===== config.mk =====
export PLATFORM = sky130hd
export DESIGN_NAME = serial_adder_nbits
export DESIGN_NICKNAME = d
export VERILOG_FILES = /design/src/rtl/serial_adder_nbits.sv
export SDC_FILE = /design/constraint.sdc
export NUM_CORES = 1
export LEC_CHECK = 0
export ABC_CLOCK_PERIOD_IN_PS = 3600
export CORE_MARGIN = 2
export CORE_UTILIZATION = 50
export CTS_BUF_LIST = sky130_fd_sc_hd__clkbuf_4
export DETAILED_ROUTE_END_ITERATION = 10
export DONT_BUFFER_PORTS = 1
export PLACE_DENSITY = 0.72
export SLEW_MARGIN = 20
export SYNTH_ARGS = -nofsm -noshare
export SYNTH_HDL_FRONTEND = slang
export SYNTH_SLANG_ARGS = --single-unit
export TNS_END_PERCENT = 50

===== constraint.sdc =====
create_clock -name clk -period 3.6 [get_ports clk]
set_input_delay 0.9 -clock clk [delete_from_list [all_inputs] [get_ports clk]]
set_output_delay 0.9 -clock clk [all_outputs]
set_load 0.1 [all_outputs]

===== src/rtl/serial_adder_nbits.sv =====
// Multi-cycle adder: S = A + B + cin computed CHUNK bits per clock, LSB chunk first,
// with start/ready/done handshake, held result and signed-overflow flag.
module serial_adder_nbits #(
  parameter int unsigned WIDTH = 16,
  parameter int unsigned CHUNK = 4
) (
  input  logic             clk,
  input  logic             rst_n,
  input  logic             start,
  input  logic [WIDTH-1:0] a,
  input  logic [WIDTH-1:0] b,
  input  logic             cin,
  output logic             ready,
  output logic             busy,
  output logic             done,
  output logic [WIDTH-1:0] s,
  output logic             cout,
  output logic             ovf
);

  localparam int unsigned NCHUNK = WIDTH / CHUNK;
  localparam int unsigned CW     = (NCHUNK > 1) ? $clog2(NCHUNK) : 1;

  generate
    if (WIDTH < 1 || CHUNK < 1 || CHUNK > WIDTH || (WIDTH % CHUNK) != 0) begin : g_bad_params
      $error("serial_adder_nbits: WIDTH must be a positive multiple of CHUNK");
    end
  endgenerate

  typedef enum logic [1:0] {IDLE, RUN, DONE} state_t;

  state_t           state_q, state_d;
  logic [CW-1:0]    cnt_q, cnt_d;
  logic             carry_q, carry_d;
  logic [WIDTH-1:0] a_q, a_d;
  logic [WIDTH-1:0] b_q, b_d;
  logic [WIDTH-1:0] psum_q, psum_d;
  logic [WIDTH-1:0] s_d;
  logic             cout_d, ovf_d, done_d, busy_d, ready_d;

  // One CHUNK-wide ripple slice on the low bits of the shifting operand registers
  logic [CHUNK:0]   csum;
  logic             msb_cin;
  logic             last_chunk;

  always_comb begin
    csum       = (CHUNK+1)'(a_q[CHUNK-1:0]) + (CHUNK+1)'(b_q[CHUNK-1:0]) + (CHUNK+1)'(carry_q);
    msb_cin    = csum[CHUNK-1] ^ a_q[CHUNK-1] ^ b_q[CHUNK-1];
    last_chunk = (cnt_q == CW'(NCHUNK - 1));
  end

  // Next-state and next-output logic
  always_comb begin
    state_d = state_q;
    cnt_d   = cnt_q;
    carry_d = carry_q;
    a_d     = a_q;
    b_d     = b_q;
    psum_d  = psum_q;
    s_d     = s;
    cout_d  = cout;
    ovf_d   = ovf;

    case (state_q)
      IDLE, DONE: begin
        state_d = IDLE;
        if (start) begin
          a_d     = a;
          b_d     = b;
          carry_d = cin;
          cnt_d   = '0;
          state_d = RUN;
        end
      end
      RUN: begin
        // Operands shift down so the next chunk is always at bit 0; sums shift in from the top
        a_d     = a_q >> CHUNK;
        b_d     = b_q >> CHUNK;
        psum_d  = WIDTH'({csum[CHUNK-1:0], psum_q} >> CHUNK);
        carry_d = csum[CHUNK];
        cnt_d   = cnt_q + 1'b1;
        if (last_chunk) begin
          cnt_d   = '0;
          s_d     = psum_d;
          cout_d  = csum[CHUNK];
          ovf_d   = msb_cin ^ csum[CHUNK];
          state_d = DONE;
        end
      end
      default: state_d = IDLE;
    endcase

    ready_d = (state_d != RUN);
    busy_d  = (state_d == RUN);
    done_d  = (state_d == DONE);
  end

  always_ff @(posedge clk or negedge rst_n) begin
    if (!rst_n) begin
      state_q <= IDLE;
      cnt_q   <= '0;
      carry_q <= 1'b0;
      a_q     <= '0;
      b_q     <= '0;
      psum_q  <= '0;
      s       <= '0;
      cout    <= 1'b0;
      ovf     <= 1'b0;
      done    <= 1'b0;
      busy    <= 1'b0;
      ready   <= 1'b1;
    end else begin
      state_q <= state_d;
      cnt_q   <= cnt_d;
      carry_q <= carry_d;
      a_q     <= a_d;
      b_q     <= b_d;
      psum_q  <= psum_d;
      s       <= s_d;
      cout    <= cout_d;
      ovf     <= ovf_d;
      done    <= done_d;
      busy    <= busy_d;
      ready   <= ready_d;
    end
  end

endmodule


==> run_results.csv, run 1 <==
group,metric,value,unit
final_layout,nNetsFinal,322,
routing,ant_nets,0,
sta,finalSetupTns,0,ps
setup_path,cp-end-kind,"primary output",
placement,post-place-ws,1210,ps
synth,synth_area_leaders,"dfrtp_1 (59%), nand2_1 (10%), a31oi_1 (4.2%)",
routing,drtPass1Iterations,4,
floorplanning,placement_rows,27,
routing,drtIter0Drc,87,
synth,syn-cell-area,2950,sq um
sta,timing.final.crit_share,63.2,%
global_routing,grt.overflow.total,0,
floorplanning,die_x,80.8,um
global_routing,globalRouteTotalUtil,19.0,%
floorplanning,ios,57,
setup_path,worst-path-max-fanout,2,
final_layout,n_antenna_cell,0,
final_layout,layout-drive-gt1-share,11.2,%
outcome,outcome,"completed",
sta,setup_violations,0,
sta,worstMarginPinSlew,921,ps
sta,slew_headroom,38.6,%
synth,ys_warn_count,0,
final_layout,syn_to_final_growth,5.94,%
cts,cts_buffer_depth,2,
sta,grt_setup_unrepaired,"no",
sta,hold_viol,0,
cts,cts_tree,"done",
sta,period_minus_slack,2280,ps
final_layout,mostFrequentLayoutCells,"nand2_1 (80), dfrtp_1 (69), nor2_1 (26)",
setup_path,cp-start-kind,"flip-flop",
sta,finClkSkew,15.6,ps
cts,clock_latency,410,ps
floorplanning,die_y,80.8,um
cts,path_clk_slew,110,ps
final_layout,fillers,530,
global_routing,antenna_found_initial,0,
cts,cts_setup_buffers,0,
sta,slew_violations,0,
routing,vias_per_cell,5.47,
global_routing,grt_pass1_vias,1884,
synth,synth_top_area_share,58.6,%
floorplanning,start_util,52.6,%
synth,synth-seq-cells,70,
sta,layout_setup_ws,1320,ps
setup_path,arrival,1380,ps
cts,clk_root_buffer_cell,"clkbuf_4",
global_routing,grt_pass1_wl,9150,um
cts,clock_sinks,70,
placement,io_buffer_count,0,
final_layout,layout_commonest_cell,"nand2_1",
placement,place_congestion,0.748,
sta,max_freq,440,MHz
routing,via_count,1954,
synth,yosysSeqAreaShare,59.5,%
synth,post_synth.cell_area_avg,10.3,sq um
routing,drcViolationCount,0,
worst_hold_path,hold_class,"in -> async",
placement,dpl.hpwl,3550,um
synth,synth_cells,286,
flow_run,max_cap_viol_count,0,
floorplanning,die_area,6530,sq um
synth,yosysTopAreaCell,"dfrtp_1",
setup_path,required,2700,ps
cts,cts-hold-fix-buffers,0,
cts,cts_made_buffers,9,
cts,cts_resized,0,
synth,synth.distinct_cells,27,
floorplanning,core-area,5610,sq um
global_routing,grt_max_degree,71,
setup_path,path_class,"reg -> out",
routing,wirelength,5460,um
routing,wl_per_cell,15.3,um
synth,synth_fp_nets,328,
cts,htree_levels,3,
registers in the layout, summed over array words and instances (netlist names), 2 cells and up:
signal,cells
a_q,16
b_q,16
cnt_q,2
psum_q,12
s,16
state_q,2
worst paths after layout:
kind,startpoint,endpoint,slack (ps),depth (start not counted)
max,s[9],s[9],1320,0
min,rst_n,s[9],170,0
max reg2reg,carry_q,ovf,1410,8
min reg2reg,a_q[4],a_q[0],490,2
max in group asynchronous,rst_n,ready,3240,0
min in group clk,a_q[4],a_q[0],490,2
cells in the mapped netlist:
cell type and instances:
mux2_4 6, nor2b_1 1, dfrtp_1 69, buf_2 8, nand2b_1 3, o2bb2ai_1 1
inv_1 8, nand2_4 1, a22oi_1 1, a31oi_1 20, o21ai_0 17, a22o_1 9
xor2_1 1, dfstp_2 1, nand2_1 80, and2b_1 1, ha_1 4, a21oi_1 5
mux2_2 6, fa_1 2, buf_6 1, o21ai_1 1, o31ai_1 1, xnor2_1 4
nor2_1 26, clkbuf_1 8, buf_4 1
layout make-up:
class,count,area (sq um),share of cell area [%]
clock inverter,5,73.8,2.36
inverter,8,30.0,0.962
tap,72,90.1,2.88
clock buffer,11,82.6,2.64
timing repair buffer,1,7.51,0.240
sequential,70,1750,56.1
multi-input combinational,190,1090,34.8
metrics by stage:
| step | hold slack, ps | instances | util (%) | cell area, sq um |
|---|---|---|---|---|
| 6_report | 173 | 357 | 55.7 | 3120 |
| 5_1_grt | 118 | 357 | 55.7 | 3120 |
| 4_1_cts | 144 | 357 | 55.6 | 3120 |
| 3_5_place_dp | 468 | 341 | 52.8 | 2960 |
| 3_3_place_gp | 458 | 341 | 52.8 | 2960 |
| 2_1_floorplan | 442 | 286 | - | 2950 |
cell families after synthesis:
logic type | count (synthesis) | synth area share (%)
DFF | 70 | 59.5
adders and majority gates | 6 | 3.06
muxes | 12 | 5.35
AOI/OAI and AO/OA | 55 | 11.6
xor gates and xnor gates | 5 | 1.49
buffers and inverters | 26 | 4.03
and+or+nand+nor | 112 | 15.0
layer usage:
layer	GRT usage (%)	vias up	routed length, um
met2	29.2	59	2580
met5	0	-	0
met1	24.0	941	2350
met4	9.66	0	124
met3	6.44	11	406
li1	-	943	-
Power of run 1 is left out: the tool's default activity adds up to more than one toggle a clock period on the data nets, which glitch-free logic cannot reach.
==> inputs of run 2 (changes only) <==
--- a/config.mk
+++ b/config.mk
@@ -5,13 +5,13 @@
 export SDC_FILE = /design/constraint.sdc
 export NUM_CORES = 1
 export LEC_CHECK = 0
-export ABC_CLOCK_PERIOD_IN_PS = 3600
+export ABC_CLOCK_PERIOD_IN_PS = 1800
 export CORE_MARGIN = 2
 export CORE_UTILIZATION = 50
 export CTS_BUF_LIST = sky130_fd_sc_hd__clkbuf_4
 export DETAILED_ROUTE_END_ITERATION = 10
 export DONT_BUFFER_PORTS = 1
-export PLACE_DENSITY = 0.72
+export PLACE_DENSITY = 0.75
 export SLEW_MARGIN = 20
 export SYNTH_ARGS = -nofsm -noshare
 export SYNTH_HDL_FRONTEND = slang
==> constraint.sdc (replaced) <==
create_clock -name clk -period 1.8 [get_ports clk]
set_input_delay 0.45 -clock clk [delete_from_list [all_inputs] [get_ports clk]]
set_output_delay 0.45 -clock clk [all_outputs]
set_load 0.1 [all_outputs]
==> run_results.csv, run 2 (synthesized netlist as in run 1, its figures left out) <==
group,metric,value,unit
outcome,outcome,"finished, violations left",
outcome,violations,"hold timing, setup timing",
cts,clk_root_buffer_cell,"clkbuf_4",
global_routing,antenna_found_initial,0,
worst_hold_path,hold_class,"in -> async",
final_layout,syn_to_final_growth,13.6,%
setup_path,path_class,"reg -> reg",
routing,ant_nets,0,
placement,post-place-ws,-137,ps
setup_path,cp_slowest_stage_delay,400,ps
placement,dpl.hpwl,3720,um
sta,layout_setup_ws,-165,ps
sta,slew_headroom,66.2,%
sta,finalSetupTns,-211,ps
routing,drcViolationCount,0,
sta,period_minus_slack,1960,ps
sta,timing.final.crit_share,109,%
cts,cts_tree,"done",
floorplanning,die_y,80.8,um
global_routing,globalRouteTotalUtil,18.9,%
floorplanning,die_x,80.8,um
sta,setup_violations,2,
cts,cts_made_buffers,9,
flow_run,max_cap_viol_count,0,
placement,io_buffer_count,0,
setup_path,critPathSlowestCell,"fa_2",
routing,vias_per_cell,5.31,
final_layout,post-route-util,59.7,%
setup_path,cp-start-kind,"flip-flop",
final_layout,layoutNonFillerInstCount,379,
sta,max_freq,509,MHz
cts,clock_sinks,70,
sta,slew_violations,0,
placement,place_congestion,0.815,
setup_path,arrival,2250,ps
cts,htree_levels,3,
sta,whs,-279,ps
placement,dp_cells,362,
global_routing,grt.overflow.total,0,
floorplanning,core-area,5610,sq um
setup_path,crit_chain,"inv_2, fa_2, fa_2, nand2b_4, o2bb2ai_4, xnor2_2, xnor2_1, o21ai_1",
cts,clock_latency,410,ps
final_layout,layout_commonest_cell,"nand2_1",
floorplanning,die_area,6530,sq um
final_layout,layout-drive-gt1-share,23.1,%
floorplanning,start_util,52.6,%
sta,worstMarginPinSlew,509,ps
cts,path_clk_slew,110,ps
cts,cts_buffer_depth,2,
sta,grt_setup_unrepaired,"yes",
final_layout,fillers,492,
global_routing,grt_pass1_vias,1978,
final_layout,nNetsFinal,344,
setup_path,critPathMostFrequentCell,"fa_2",
routing,drtPass1Iterations,7,
final_layout,top_regs,"a_q x16, b_q x16, s x16",
global_routing,grt_pass1_wl,9230,um
setup_path,reg2reg_slack,-160,ps
setup_path,required,2090,ps
routing,wl_per_cell,14.6,um
setup_path,worst-path-max-fanout,2,
setup_path,cp-end-kind,"flip-flop",
routing,via_count,2011,
final_layout,n_antenna_cell,0,
floorplanning,ios,57,
setup_path,rr_startpoint,"carry_q",
routing,drtIter0Drc,114,
final_layout,mostFrequentLayoutCells,"nand2_1 (80), dfrtp_1 (60), nor2_1 (26)",
sta,hold_viol,70,
global_routing,grt_max_degree,71,
sta,finClkSkew,13.0,ps
routing,wirelength,5550,um
floorplanning,placement_rows,27,
setup_path,crit_start,"carry_q",
## run 2: changes by cell type in the layout (fill, tap and decap cells not counted), sizes merged
cell	delta
buf	+22
## run 2: layout make-up
class,count,area (sq um),area share (%)
Sequential cell,70,1760,52.7
Clock inverter,5,73.8,2.20
Tap cell,72,90.1,2.69
Timing Repair Buffer,23,185,5.53
Clock buffer,11,82.6,2.47
Multi-Input combinational cell,190,1120,33.5
Inverter,8,30.0,0.897
## run 2: metal layers
metal	GRT usage [%]	vias to the layer above	wire length, um
met5	0	-	0
met4	8.64	0	121
met3	6.44	13	391
met2	28.7	61	2570
met1	24.6	958	2470
li1	-	979	-
## run 2: worst paths after layout
path / to / cells past startpoint
hold / removal: a_q[0] / 0
setup / recovery: ovf / 8
hold reg to reg: psum_q[4] / 2
max in group asynchronous: ready / 0
min in group clk: b_q[10] / 2
setup reg to reg: ovf / 8
## run 2: what timing repair did
action | in CTS | in global routing
endpoints found under the setup margin | 11 | 6
pin swaps | 0 | 5
gates resized for setup | 6 | 8
endpoints found under the hold margin | 70 | 70
cloned | 0 | 0
setup buffers | 0 | 1
## run 2: critical path: cells and delay by family, from the launching register on
family                     cells  cell delay, ps
buffers and inverters          1              50
AOI/OAI and AO/OA              2             230
DFF                            1             370
xor gates and xnor gates       2             300
adders and majority gates      2             750
and+or+nand+nor                1             150
## run 2: metrics by stage
| stage | hold slack (ps) | cell area (sq um) |
|---|---|---|
| 3_5_place_dp | 156 | 3150 |
| 5_1_grt | -318 | 3350 |
| 3_3_place_gp | 157 | 3150 |
| 2_1_floorplan | 154 | 2970 |
| 6_report | -279 | 3350 |
| 4_1_cts | -300 | 3310 |
Power of run 2 is left out for the same reason.
==> inputs of run 3 (changes only) <==
--- a/config.mk
+++ b/config.mk
@@ -6,7 +6,6 @@
 export NUM_CORES = 1
 export LEC_CHECK = 0
 export ABC_CLOCK_PERIOD_IN_PS = 1800
-export CORE_MARGIN = 2
 export CORE_UTILIZATION = 50
 export CTS_BUF_LIST = sky130_fd_sc_hd__clkbuf_4
 export DETAILED_ROUTE_END_ITERATION = 10
==> run_results.csv, run 3 (synthesized netlist as in run 1, its figures left out) <==
group,metric,value,unit
outcome,violations,"hold timing, setup timing",
setup_path,arrival,2220,ps
setup_path,worst-path-stages,8,
placement,post-place-ws,-141,ps
worst_hold_path,hold_class,"in -> async",
final_layout,multi_input_area,1100,sq um
floorplanning,die_area,6210,sq um
placement,io_buffer_count,0,
routing,wl_per_cell,14.5,um
floorplanning,die_y,78.8,um
global_routing,antenna_found_initial,0,
setup_path,crit_chain,"inv_2, fa_2, fa_2, nand2b_4, o2bb2ai_2, xnor2_1, xnor2_1, o21ai_1",
floorplanning,ios,57,
setup_path,crit_family,"adder cells",
setup_path,cp_slowest_stage_delay,410,ps
cts,clk_root_buffer_cell,"clkbuf_4",
routing,via_count,2048,
sta,slew_headroom,39.9,%
sta,period_minus_slack,1920,ps
final_layout,top_regs,"a_q x16, b_q x16, s x16",
floorplanning,die_x,78.8,um
setup_path,required,2100,ps
final_layout,mostFrequentLayoutCells,"nand2_1 (80), dfrtp_1 (63), nor2_1 (26)",
setup_path,cp-end-kind,"flip-flop",
cts,cts_made_buffers,9,
floorplanning,start_util,52.6,%
cts,path_clk_slew,110,ps
setup_path,rr_worst_depth,8,
cts,cts_buffer_depth,2,
setup_path,worst-path-max-fanout,2,
sta,worstMarginPinSlew,901,ps
flow_run,max_cap_viol_count,0,
global_routing,grt_max_degree,71,
setup_path,critPathSlowestCell,"fa_2",
placement,place_congestion,0.747,
final_layout,seqCellArea,1760,sq um
sta,finClkSkew,13.5,ps
cts,cts_tree,"done",
global_routing,grt_pass1_vias,2052,
setup_path,crit_buf_inv,1,
final_layout,nNetsFinal,343,
global_routing,grt_pass1_wl,9410,um
global_routing,globalRouteTotalUtil,20.2,%
sta,timing.final.crit_share,107,%
routing,wirelength,5500,um
final_layout,layout_commonest_cell,"nand2_1",
final_layout,n_antenna_cell,0,
floorplanning,core-area,5610,sq um
sta,layout_setup_ws,-122,ps
routing,ant_nets,0,
cts,htree_levels,3,
cts,clock_latency,410,ps
routing,drtPass1Iterations,4,
sta,whs,-275,ps
sta,setup_violations,5,
routing,drcViolationCount,0,
sta,slew_violations,0,
final_layout,fillers,522,
sta,max_freq,520,MHz
floorplanning,placement_rows,27,
outcome,outcome,"finished, violations left",
setup_path,path_class,"reg -> reg",
global_routing,grt.overflow.total,0,
setup_path,cp-start-kind,"flip-flop",
final_layout,syn_to_final_growth,10.8,%
sta,grt_setup_unrepaired,"yes",
cts,clock_sinks,70,
routing,drtIter0Drc,80,
placement,dpl.hpwl,3700,um
sta,hold_viol,70,
routing,vias_per_cell,5.42,
final_layout,layout-drive-gt1-share,20.6,%
-- run 3: changes by cell type in the layout (fill, tap and decap cells not counted), moves of 2 or more --
cell | previous run | this run
dfrtp_1 | 60 | 63
dfrtp_2 | 9 | 6
clkinv_1 | 1 | 3
bufinv_16 | 2 | 0
-- run 3: cell type report --
| class | count | share of cell area (%) |
|---|---|---|
| sequential | 70 | 53.9 |
| multi-input combinational | 190 | 33.8 |
| timing repair buffer | 22 | 5.44 |
| tap | 72 | 2.76 |
| clock buffer | 10 | 2.30 |
| inverter | 8 | 0.920 |
| clock inverter | 6 | 0.881 |
-- run 3: metrics by stage --
| stage | hold slack, ps | instance area (sq um) | instances | TNS (ps) | utilization, % |
|---|---|---|---|---|---|
| 2_1_floorplan | 154 | 2970 | 286 | -61.3 | - |
| 3_3_place_gp | 157 | 3150 | 362 | -85.1 | 56.2 |
| 3_5_place_dp | 156 | 3150 | 362 | -182 | 56.2 |
| 4_1_cts | -309 | 3270 | 378 | -282 | 58.2 |
| 5_1_grt | -312 | 3270 | 378 | -509 | 58.2 |
| 6_report | -275 | 3270 | 378 | -176 | 58.2 |
-- run 3: path summary, 6_finish.rpt --
path | from | end | slack [ps]
worst max-delay path | b_q[0] | ovf | -120
worst min-delay path | rst_n | s[6] | -280
worst max register to register | b_q[0] | ovf | -120
worst min register to register | b_q[5] | b_q[1] | 480
max in group asynchronous | rst_n | ready | 1850
min in group clk | b[2] | b_q[2] | 170
-- run 3: what timing repair did --
action,4_1_cts,5_1_grt
resized for setup,8,0
endpoints found under the hold margin,70,70
endpoints found under the setup margin,12,6
setup buffers,0,0
-- run 3: metal layers --
metal	wire, um	share of wire (%)	vias to the layer above	GRT usage (%)
met5	0	0	-	0
met4	120	2.2	0	10.6
met3	306	5.6	11	5.29
met2	2580	47	69	31.6
met1	2490	45	985	25.8
li1	-	-	983	-
Power of run 3 is left out for the same reason.
